## src/rtl/wb_initiator.sv

```systemverilog
// rtl/wb_initiator.sv - single-outstanding Wishbone classic initiator with valid/ready command/response
// Optional bus-cycle abort on missing ack: define WB_INITIATOR_TIMEOUT_EN.
module wb_initiator #(
  parameter int ADDR_WIDTH     = 32,
  parameter int TIMEOUT_CYCLES = 256
) (
  input  logic                  wb_clk_i,
  input  logic                  wb_rst_i,
  input  logic                  req_valid_i,
  output logic                  req_ready_o,
  input  logic [ADDR_WIDTH-1:0] req_addr_i,
  input  logic [31:0]           req_data_i,
  input  logic                  req_we_i,
  input  logic [3:0]            req_sel_i,
  output logic                  rsp_valid_o,
  input  logic                  rsp_ready_i,
  output logic [31:0]           rsp_data_o,
  output logic                  rsp_err_o,
  output logic [ADDR_WIDTH-1:0] wb_adr_o,
  output logic [31:0]           wb_dat_o,
  input  logic [31:0]           wb_dat_i,
  output logic                  wb_we_o,
  output logic [3:0]            wb_sel_o,
  output logic                  wb_stb_o,
  output logic                  wb_cyc_o,
  input  logic                  wb_ack_i
);

  if (TIMEOUT_CYCLES < 2 || TIMEOUT_CYCLES > 65535) begin : g_bad_timeout
    $error("wb_initiator: TIMEOUT_CYCLES must be in 2..65535");
  end

  typedef enum logic [1:0] {
    S_IDLE = 2'd0,
    S_BUS  = 2'd1,
    S_RESP = 2'd2
  } state_t;

  state_t                state_q, state_d;
  logic                  rsp_valid_q, rsp_valid_d;
  logic [31:0]           rsp_data_q, rsp_data_d;
  logic [ADDR_WIDTH-1:0] adr_q, adr_d;
  logic [31:0]           dat_q, dat_d;
  logic                  we_q, we_d;
  logic [3:0]            sel_q, sel_d;
  // cyc and stb share one register: classic single transfers only
  logic                  cyc_q, cyc_d;

`ifdef WB_INITIATOR_TIMEOUT_EN
  localparam int CNT_W = $clog2(TIMEOUT_CYCLES + 1);
  localparam logic [CNT_W-1:0] CNT_LAST = CNT_W'(TIMEOUT_CYCLES - 1);
  logic [CNT_W-1:0] cnt_q, cnt_d;
  logic             err_q, err_d;
`endif

  always_ff @(posedge wb_clk_i) begin
    if (wb_rst_i) begin
      state_q     <= S_IDLE;
      rsp_valid_q <= 1'b0;
      rsp_data_q  <= '0;
      adr_q       <= '0;
      dat_q       <= '0;
      we_q        <= 1'b0;
      sel_q       <= '0;
      cyc_q       <= 1'b0;
`ifdef WB_INITIATOR_TIMEOUT_EN
      cnt_q       <= '0;
      err_q       <= 1'b0;
`endif
    end else begin
      state_q     <= state_d;
      rsp_valid_q <= rsp_valid_d;
      rsp_data_q  <= rsp_data_d;
      adr_q       <= adr_d;
      dat_q       <= dat_d;
      we_q        <= we_d;
      sel_q       <= sel_d;
      cyc_q       <= cyc_d;
`ifdef WB_INITIATOR_TIMEOUT_EN
      cnt_q       <= cnt_d;
      err_q       <= err_d;
`endif
    end
  end

  always_comb begin
    state_d     = state_q;
    rsp_valid_d = rsp_valid_q;
    rsp_data_d  = rsp_data_q;
    adr_d       = adr_q;
    dat_d       = dat_q;
    we_d        = we_q;
    sel_d       = sel_q;
    cyc_d       = cyc_q;
`ifdef WB_INITIATOR_TIMEOUT_EN
    cnt_d       = cnt_q;
    err_d       = err_q;
`endif
    unique case (state_q)
      S_IDLE: begin
        if (req_valid_i) begin
          adr_d = req_addr_i;
          dat_d = req_data_i;
          we_d  = req_we_i;
          sel_d = req_sel_i;
          if (req_sel_i != 4'b0000) begin
            cyc_d   = 1'b1;
            state_d = S_BUS;
`ifdef WB_INITIATOR_TIMEOUT_EN
            cnt_d   = '0;
`endif
          end else begin
            // No lanes enabled: answer immediately without touching the bus
            rsp_valid_d = 1'b1;
            rsp_data_d  = '0;
            state_d     = S_RESP;
`ifdef WB_INITIATOR_TIMEOUT_EN
            err_d       = 1'b0;
`endif
          end
        end
      end
      S_BUS: begin
        if (wb_ack_i) begin
          rsp_data_d  = we_q ? 32'h0 : wb_dat_i;
          rsp_valid_d = 1'b1;
          cyc_d       = 1'b0;
          we_d        = 1'b0;
          sel_d       = '0;
          dat_d       = '0;
          state_d     = S_RESP;
`ifdef WB_INITIATOR_TIMEOUT_EN
          err_d       = 1'b0;
        end else if (cnt_q == CNT_LAST) begin
          rsp_data_d  = '0;
          rsp_valid_d = 1'b1;
          err_d       = 1'b1;
          cyc_d       = 1'b0;
          we_d        = 1'b0;
          sel_d       = '0;
          dat_d       = '0;
          state_d     = S_RESP;
        end else begin
          cnt_d = cnt_q + 1'b1;
`endif
        end
      end
      S_RESP: begin
        if (rsp_ready_i) begin
          rsp_valid_d = 1'b0;
          state_d     = S_IDLE;
        end
      end
      default: state_d = S_IDLE;
    endcase
  end

  assign req_ready_o = (state_q == S_IDLE);
  assign rsp_valid_o = rsp_valid_q;
  assign rsp_data_o  = rsp_data_q;
  assign wb_adr_o    = adr_q;
  assign wb_dat_o    = dat_q;
  assign wb_we_o     = we_q;
  assign wb_sel_o    = sel_q;
  assign wb_stb_o    = cyc_q;
  assign wb_cyc_o    = cyc_q;
`ifdef WB_INITIATOR_TIMEOUT_EN
  assign rsp_err_o   = err_q;
`else
  assign rsp_err_o   = 1'b0;
`endif

endmodule

```

## config.mk

```make
export PLATFORM = sky130hd
export DESIGN_NAME = wb_initiator
export DESIGN_NICKNAME = d
export VERILOG_FILES = /design/src/rtl/wb_initiator.sv
export SDC_FILE = /design/constraint.sdc
export NUM_CORES = 1
export LEC_CHECK = 0
export CAP_MARGIN = 0
export CORE_ASPECT_RATIO = 0.6
export CORE_MARGIN = 5
export CORE_UTILIZATION = 38
export DETAILED_ROUTE_END_ITERATION = 10
export HOLD_SLACK_MARGIN = 0.08
export PLACE_DENSITY = 0.79
export SYNTH_ARGS = -nofsm -noshare
export SYNTH_HDL_FRONTEND = slang
export SYNTH_SLANG_ARGS = --single-unit
```

## constraint.sdc

```tcl
create_clock -name wb_clk_i -period 2.4 [get_ports wb_clk_i]
set_clock_uncertainty 0.15 [all_clocks]
set_input_delay 0.48 -clock wb_clk_i [delete_from_list [all_inputs] [get_ports wb_clk_i]]
set_output_delay 0.48 -clock wb_clk_i [all_outputs]
set_load 0.03 [all_outputs]
```

# == Word level (Yosys, flattened, before mapping) ==
# Index checks and enable logic that the tools add are counted.
# totals
reg_bits,105
inputBits,106
# classes
n_eq_ne,7
mux,27
reduce_logical,10
# op_table
operator,count
2-to-1 mux 32 bit,6
one-hot mux 32 bit (2 select lines),2
2-to-1 mux 1 bit,8
2-to-1 mux 2 bit,4
2-to-1 mux 4 bit,2
inequality test 2 bit (second input constant),4
one-hot mux 4 bit (2 select lines),1
AND reduction 4 bit,2
one-hot mux 2 bit (3 select lines),1
AND reduction 3 bit,2
AND reduction 5 bit,1
one-hot mux 1 bit (2 select lines),2
nonzero test 4 bit,1
one-hot mux 1 bit (3 select lines),1
nonzero test 3 bit,1
equality test 2 x 1 -> 1 bit (second input constant),1
equality test 2 bit (second input constant),1
logical NOT 2 bit,1
inequality test 2 x 1 -> 1 bit (second input constant),1
AND reduction 2 bit,1
nonzero test 2 bit,1

# == Depth between registers and ports, before layout ==
# Gate-level depths: netlist (run 1).
# logic_depth
depth_word,4
ltp_mapped,7

# == Worst setup path after synthesis (run 1) ==
# No wires, ideal clock.
# synth_timing
path_kind,input to register
from,input port req_sel_i[2]
to,register rsp_data_q[10] (netlist: rsp_data_o[10])
setup_ns,0.117
arrival_time_ns,1.683
path_slack_ns,0.450
cell_stages,5
n_path_buf,2
path_cell_list,or4_4 a211oi_2 buf_4 buf_4 o21ai_1
# synth_via
elab_chain_len,3
# synth_rtl
item,line_no,text
"start, declared",14,"input logic [3:0] req_sel_i,"
nonzero test 4 bit,106,if (req_sel_i != 4'b0000) begin
inequality test 2 bit (no line),--,
AND reduction 4 bit (no line),--,
"end signal, assigned",73,rsp_data_q <= rsp_data_d;
"end, declared",41,"logic [31:0] rsp_data_q, rsp_data_d;"
# Every way passes these cells.
# A chain may end at the register's enable or synchronous reset.

# == Final worst setup path (run 1) ==
# layout_timing
from,register state_q[1]
to,output port req_ready_o
# layout_via
elab_chain_len,1
# layout_rtl
item,line_no,text
"start, declared",39,"state_t state_q, state_d;"
"start signal, assigned",71,state_q <= state_d;
logical NOT 2 bit,158,assign req_ready_o = (state_q == S_IDLE);
"end, declared",10,"output logic req_ready_o,"
# Every way passes these cells.

==> results of run 1 <==
final cells by class:
class	instances	share of cell area (%)
repair buffers	221	35.3
flip-flops and latches	105	33.5
multi-input cells	292	24.1
clock buffers	12	3.77
well taps	135	2.69
clock inverters	4	0.478
inverters	3	0.179
stage by stage:
stage          worst slack, ns  total power (uW)
6_report                 0.161              4050
5_1_grt                 0.0968              4250
3_5_place_dp            -0.100              2790
2_1_floorplan            0.450              2360
4_1_cts                  0.144              4110
3_3_place_gp           -0.0392              2770
power breakdown:
group          switching, uW  total (uW)  internal, uW
sequential              53.5        1890          1830
clock                    601        1310           706
combinational            450         860           410
total                   1100        4050          2950
cells in the mapped netlist, drive strengths merged:
library cell,instances
clkbuf,26
and3,1
a31oi,2
o22a,1
nor2,42
o21ai,33
nor3,2
a211oi,1
a32oi,1
nand3,33
a311oi,1
nor4,1
nand2b,34
nand2,66
dfxtp,105
conb,1
or2,1
or4,1
inv,3
a22oi,37
mux2i,1
buf,15
a21oi,33
sequential cells by signal (all words and copies together), names as in the netlist:
| signal | flops |
|---|---|
| wb_cyc_o | 1 |
| wb_adr_o | 32 |
| wb_dat_o | 32 |
| rsp_data_o | 32 |
| state_q | 2 |
| wb_sel_o | 4 |
| wb_we_o | 1 |
| rsp_valid_o | 1 |
worst max-delay path, stage by stage, from the launching register on:
cell,delay (ns)
dfxtp_1,0.42
nor2_1,0.15
clkdlybuf4s50_1,0.71
layer usage:
layer	GRT usage [%]	vias to the layer above	wire [um]
met5	0	-	0
met4	5.86	0	204
met3	8.57	19	1180
met2	31.0	149	5610
met1	21.1	1748	4700
li1	-	1867	-
layout by cell type (no fill, tap or decap):
| cell | instances |
|---|---|
| or2_2 | 1 |
| or4_4 | 1 |
| nand2_1 | 66 |
| nand2b_1 | 34 |
| inv_1 | 3 |
| mux2i_1 | 1 |
| a211oi_4 | 1 |
| nor3_1 | 2 |
| a21oi_1 | 33 |
| o22a_1 | 1 |
| nor2_1 | 42 |
| nor4_2 | 1 |
| clkinv_2 | 1 |
| a31oi_1 | 2 |
| clkbuf_16 | 9 |
| o21ai_0 | 13 |
| clkinvlp_4 | 1 |
| clkinv_4 | 2 |
| conb_1 | 1 |
| buf_4 | 8 |
| a311oi_1 | 1 |
| a22oi_1 | 37 |
| nand3_1 | 33 |
| dfxtp_1 | 105 |
| clkbuf_1 | 3 |
| a32oi_1 | 1 |
| o21ai_1 | 20 |
| buf_2 | 1 |
| buf_12 | 3 |
| and3_2 | 1 |
| clkdlybuf4s50_1 | 209 |
worst max path at each step:
stage / startpoint / to / slack [ns] / cells past startpoint
3_3_place_gp: req_sel_i[2] / rsp_data_o[22]$_SDFFE_PP0P_ / -0.04 / 6
3_5_place_dp: req_sel_i[2] / rsp_data_o[29]$_SDFFE_PP0P_ / -0.10 / 6
4_1_cts: state_q[1]$_SDFFE_PP0P_ / req_ready_o / 0.14 / 2
5_1_grt: state_q[1]$_SDFFE_PP0P_ / req_ready_o / 0.1 / 2
2_1_floorplan: req_sel_i[2] / rsp_data_o[10]$_SDFFE_PP0P_ / 0.45 / 5
6_report: state_q[1]$_SDFFE_PP0P_ / req_ready_o / 0.16 / 2
kinds of logic after synthesis:
kind of cell / after synthesis
other: 1
buffers and inverters: 44
multiplexers: 1
AND/OR/NAND/NOR: 181
AO/OA/AOI/OAI: 109
flip-flops: 105
==> flow_metrics.tcl, run 1 <==
set metrics [dict create \
    core_area_um2 9810 \
    layout.cells.non_filler 772 \
    grt-ovfl-total 0 \
    startpoint_type "register" \
    drv_cap 0 \
    numCtsBuffers 9 \
    drtIter0Drc 141 \
    worstReg2RegStart "state_q[1]$_SDFFE_PP0P_" \
    clk_latency_ns 0.33 \
    std_cell_rows 28 \
    worst_setup_path_end_kind "primary output" \
    muxShareOfSynthArea_pct 0.263 \
    synth-simple-area-share_pct 21.6 \
    hold_class "register to register" \
    min_from "wb_adr_o[31]$_SDFFE_PP0P_" \
    syn-instance-count 441 \
    die_w_um 139 \
    crit_required_ns 1.77 \
    drt_pass1_iterations 5 \
    final.period_utilization_pct 93.3 \
    min_period_ns 2.24 \
    max_clock_freq_ghz 0.447 \
    dieArea_um2 12200 \
    cts.htree.levels 3 \
    setup-tns-final_ns 0 \
    critPathKind "register to primary output" \
    postRouteWirelength_um 11700 \
    drive_above_1_share_pct 4.71 \
    holdPathStages 2 \
    status "completed" \
    slew_violations 0 \
    ant_nets 0 \
    synthAdderAreaFrac_pct 0 \
    rsz0062_at_grt "no" \
    cts_tree "built" \
    power_leakage_uw 0.00226 \
    cts_sinks 105 \
    fillerInstances 801 \
    cts_hold_buf 0 \
    synth_top_cell_by_area "dfxtp_1" \
    worst-path-max-fanout 9 \
    synth_compound_area_share_pct 17.3 \
    grt_pass1_wl_um 18400 \
    io_pins 212 \
    antenna_found_initial 0 \
    grt_usage_pct 18.4 \
    ys_types 27 \
    syn2layout_area_growth_pct 64.7 \
    start_util_pct 38.9 \
    cts_setup_buffers 0 \
    grt_pass1_vias 3807 \
    root_buffer "clkbuf_16" \
    ys_warn_count 0 \
    synth_area_leaders "dfxtp_1 (55%), a22oi_1 (7.3%), nand2_1 (6.5%)" \
    hold_ws_ns 0.303 \
    r2r_end "wb_dat_o[5]$_SDFFE_PP0P_" \
    rrSetupSlack_ns 0.58 \
    clkSlewWorstSetupHoldPaths_ns 0.06 \
    wl_per_cell_um 15.1 \
    hold_path_end "wb_adr_o[31]$_SDFFE_PP0P_" \
    seqCellArea_um2 2100 \
    setup_viol 0 \
    p_per_area_nw_per_um2 646 \
    route.detailed.drc 0 \
    synth_top_family_by_area "simple AND/OR/NAND/NOR gates" \
    critPathArrivalTime_ns 1.61 \
    ys_ff_latch 105 \
    hold_viol_final 0 \
    ys_seq_area_share_pct 55.2 \
    n_antenna_cell 0 \
    avgSynthCellArea_um2 8.64 \
    synth_top_area_share_pct 55.2 \
    syn_area_um2 3810 \
    dp_cells 756 \
    die_h_um 87.6 \
    globalplace.congestion 0.781 \
    dp_hpwl_um 8650 \
    routed_via_density 4.90 \
    synth_fp_nets 547 \
    nets 738 \
    place_area_um2 6010 \
    num_vias 3783 \
    grt_max_degree 66 \
    final_area_um2 6280 \
    multi_input_area_um2 1510 \
    rr_worst_depth 5 \
    irDropWorstVdd_mv 0.389 \
    final_util_pct 64.0 \
    io_buffers 210 \
    clock_path_buffers 2 \
    synth_xor_area_share_pct 0 \
    cts_resized 0 \
]
Power figures use the tool's default switching activity.
==> run 2, diff against run 1 <==
--- a/config.mk
+++ b/config.mk
@@ -6,7 +6,7 @@
 export NUM_CORES = 1
 export LEC_CHECK = 0
 export CAP_MARGIN = 0
-export CORE_ASPECT_RATIO = 0.6
+export CORE_ASPECT_RATIO = 1.2
 export CORE_MARGIN = 5
 export CORE_UTILIZATION = 38
 export DETAILED_ROUTE_END_ITERATION = 10
==> run 2 against run 1 <==
Effect of this change:
- sequential cell count is the same
- non-clock buffer count is the same
- count of clock-buffer cells in the layout is 2 lower
- highest routed layer unchanged
- register-to-register slack about the same
- via count decreased by 0.11%
- die area decreased by 0.47%
- wire length increased by 1.2%
==> flow_metrics.tcl, run 2 (synthesized netlist as in run 1, its figures left out) <==
set metrics [dict create \
    start_util_pct 38.5 \
    rrSetupSlack_ns 0.57 \
    max_clock_freq_ghz 0.447 \
    fillerInstances 837 \
    crit_start "state_q[1]$_SDFFE_PP0P_" \
    drt_pass1_iterations 4 \
    ant_nets 0 \
    n_antenna_cell 0 \
    die_w_um 101 \
    grt_max_degree 66 \
    finalPower_uw 4100 \
    hold_ws_ns 0.304 \
    setup-tns-final_ns 0 \
    hold_viol_final 0 \
    route.detailed.drc 0 \
    num_vias 3779 \
    worstReg2RegStart "state_q[1]$_SDFFE_PP0P_" \
    status "completed" \
    layout_commonest_cell "clkdlybuf4s50_1" \
    hold_class "register to register" \
    syn2layout_area_growth_pct 64.8 \
    grt_usage_pct 18.9 \
    grt_pass1_vias 3854 \
    critPathArrivalTime_ns 1.60 \
    crit_required_ns 1.77 \
    routed_via_density 4.95 \
    r2r_end "wb_dat_o[22]$_SDFFE_PP0P_" \
    numCtsBuffers 9 \
    rsz0062_at_grt "no" \
    worst_setup_path_end_kind "primary output" \
    cts_tree "built" \
    max_stage_delay_ns 0.71 \
    power_leakage_uw 0.00227 \
    grt-ovfl-total 0 \
    slew_violations 0 \
    irDropWorstVdd_mv 0.391 \
    path_cells "nor2_1 > clkdlybuf4s50_1" \
    startpoint_type "register" \
    cts_hold_buf 0 \
    clock_path_buffers 2 \
    clkSlewWorstSetupHoldPaths_ns 0.07 \
    cts.htree.levels 3 \
    critPathKind "register to primary output" \
    grt_pass1_wl_um 18500 \
    post-place-ws_ns -0.0729 \
    std_cell_rows 40 \
    io_pins 212 \
    globalplace.congestion 0.754 \
    drive_above_1_share_pct 5.18 \
    p_per_area_nw_per_um2 653 \
    endpoint "req_ready_o" \
    worst_slack_ns 0.165 \
    drv_cap 0 \
    cts_setup_buffers 0 \
    io_buffers 210 \
    setup_viol 0 \
    root_buffer "clkbuf_16" \
    dieArea_um2 12100 \
    drtIter0Drc 219 \
    min_from "wb_adr_o[14]$_SDFFE_PP0P_" \
    cts_resized 0 \
    crit_slowest_cell "clkdlybuf4s50_1" \
    nets 738 \
    final.period_utilization_pct 93.1 \
    wl_per_cell_um 15.5 \
    die_h_um 120 \
    worst-path-max-fanout 9 \
    dp_hpwl_um 8850 \
    layout_common_cells "clkdlybuf4s50_1 (209), dfxtp_1 (105), nand2_1 (66), nor2_1 (42), a22oi_1 (37)" \
    rr_worst_depth 5 \
    core_area_um2 9910 \
    postRouteWirelength_um 11800 \
    min_period_ns 2.23 \
    cts_sinks 105 \
    antenna_found_initial 0 \
    clk_latency_ns 0.33 \
]
## run 2: how the worst min path moves through the flow
stage	end	depth (start not counted)
final	wb_adr_o[14]$_SDFFE_PP0P_	2
after detailed placement	wb_adr_o[14]$_SDFFE_PP0P_	2
after floorplan	wb_adr_o[28]$_SDFFE_PP0P_	2
after CTS	wb_adr_o[14]$_SDFFE_PP0P_	2
after global placement	wb_adr_o[14]$_SDFFE_PP0P_	2
after global routing	wb_adr_o[14]$_SDFFE_PP0P_	2
## run 2: critical path: cells and delay by family, from the launching register on
family / cells / cell delay (ns)
buf+inv: 1 / 0.71
flops: 1 / 0.42
simple gates: 1 / 0.14
## run 2: metal layers
metal,track usage [%],routed length (um),up-vias,part of all wire [%]
met5,0,0,-,0
met4,6.82,341,0,2.9
met3,7.56,998,24,8.4
met2,32.2,5870,142,50
met1,21.0,4620,1745,39
li1,-,-,1868,-
## run 2: through the flow
stage / instances / cell area (um2) / utilization (%)
finish: 763 / 6280 / 63.4
global route: 763 / 6280 / 63.4
CTS: 763 / 6280 / 63.4
detailed placement: 747 / 6000 / 60.5
global placement: 747 / 6000 / 60.5
floorplan: 441 / 3810 / -
## run 2: cell type report
cell class | instances | area [um2] | share of cell area, %
Sequential cell | 105 | 2100 | 33.5
Inverter | 3 | 11.3 | 0.179
Clock buffer | 10 | 239 | 3.81
Multi-Input combinational cell | 292 | 1510 | 24.1
Clock inverter | 6 | 41.3 | 0.658
Timing Repair Buffer | 221 | 2220 | 35.3
Tap cell | 126 | 158 | 2.51
## run 2: power breakdown
part           switching [uW]  internal [uW]
sequential               52.7           1830
clock                     621            731
combinational             454            410
total                    1130           2970
==> run 3, diff against run 2 <==
--- a/config.mk
+++ b/config.mk
@@ -12,6 +12,7 @@
 export DETAILED_ROUTE_END_ITERATION = 10
 export HOLD_SLACK_MARGIN = 0.08
 export PLACE_DENSITY = 0.79
+export SETUP_SLACK_MARGIN = 0.05
 export SYNTH_ARGS = -nofsm -noshare
 export SYNTH_HDL_FRONTEND = slang
 export SYNTH_SLANG_ARGS = --single-unit
==> results of run 3 <==
Final layout, timing and power as in run 2 (identical DEF).
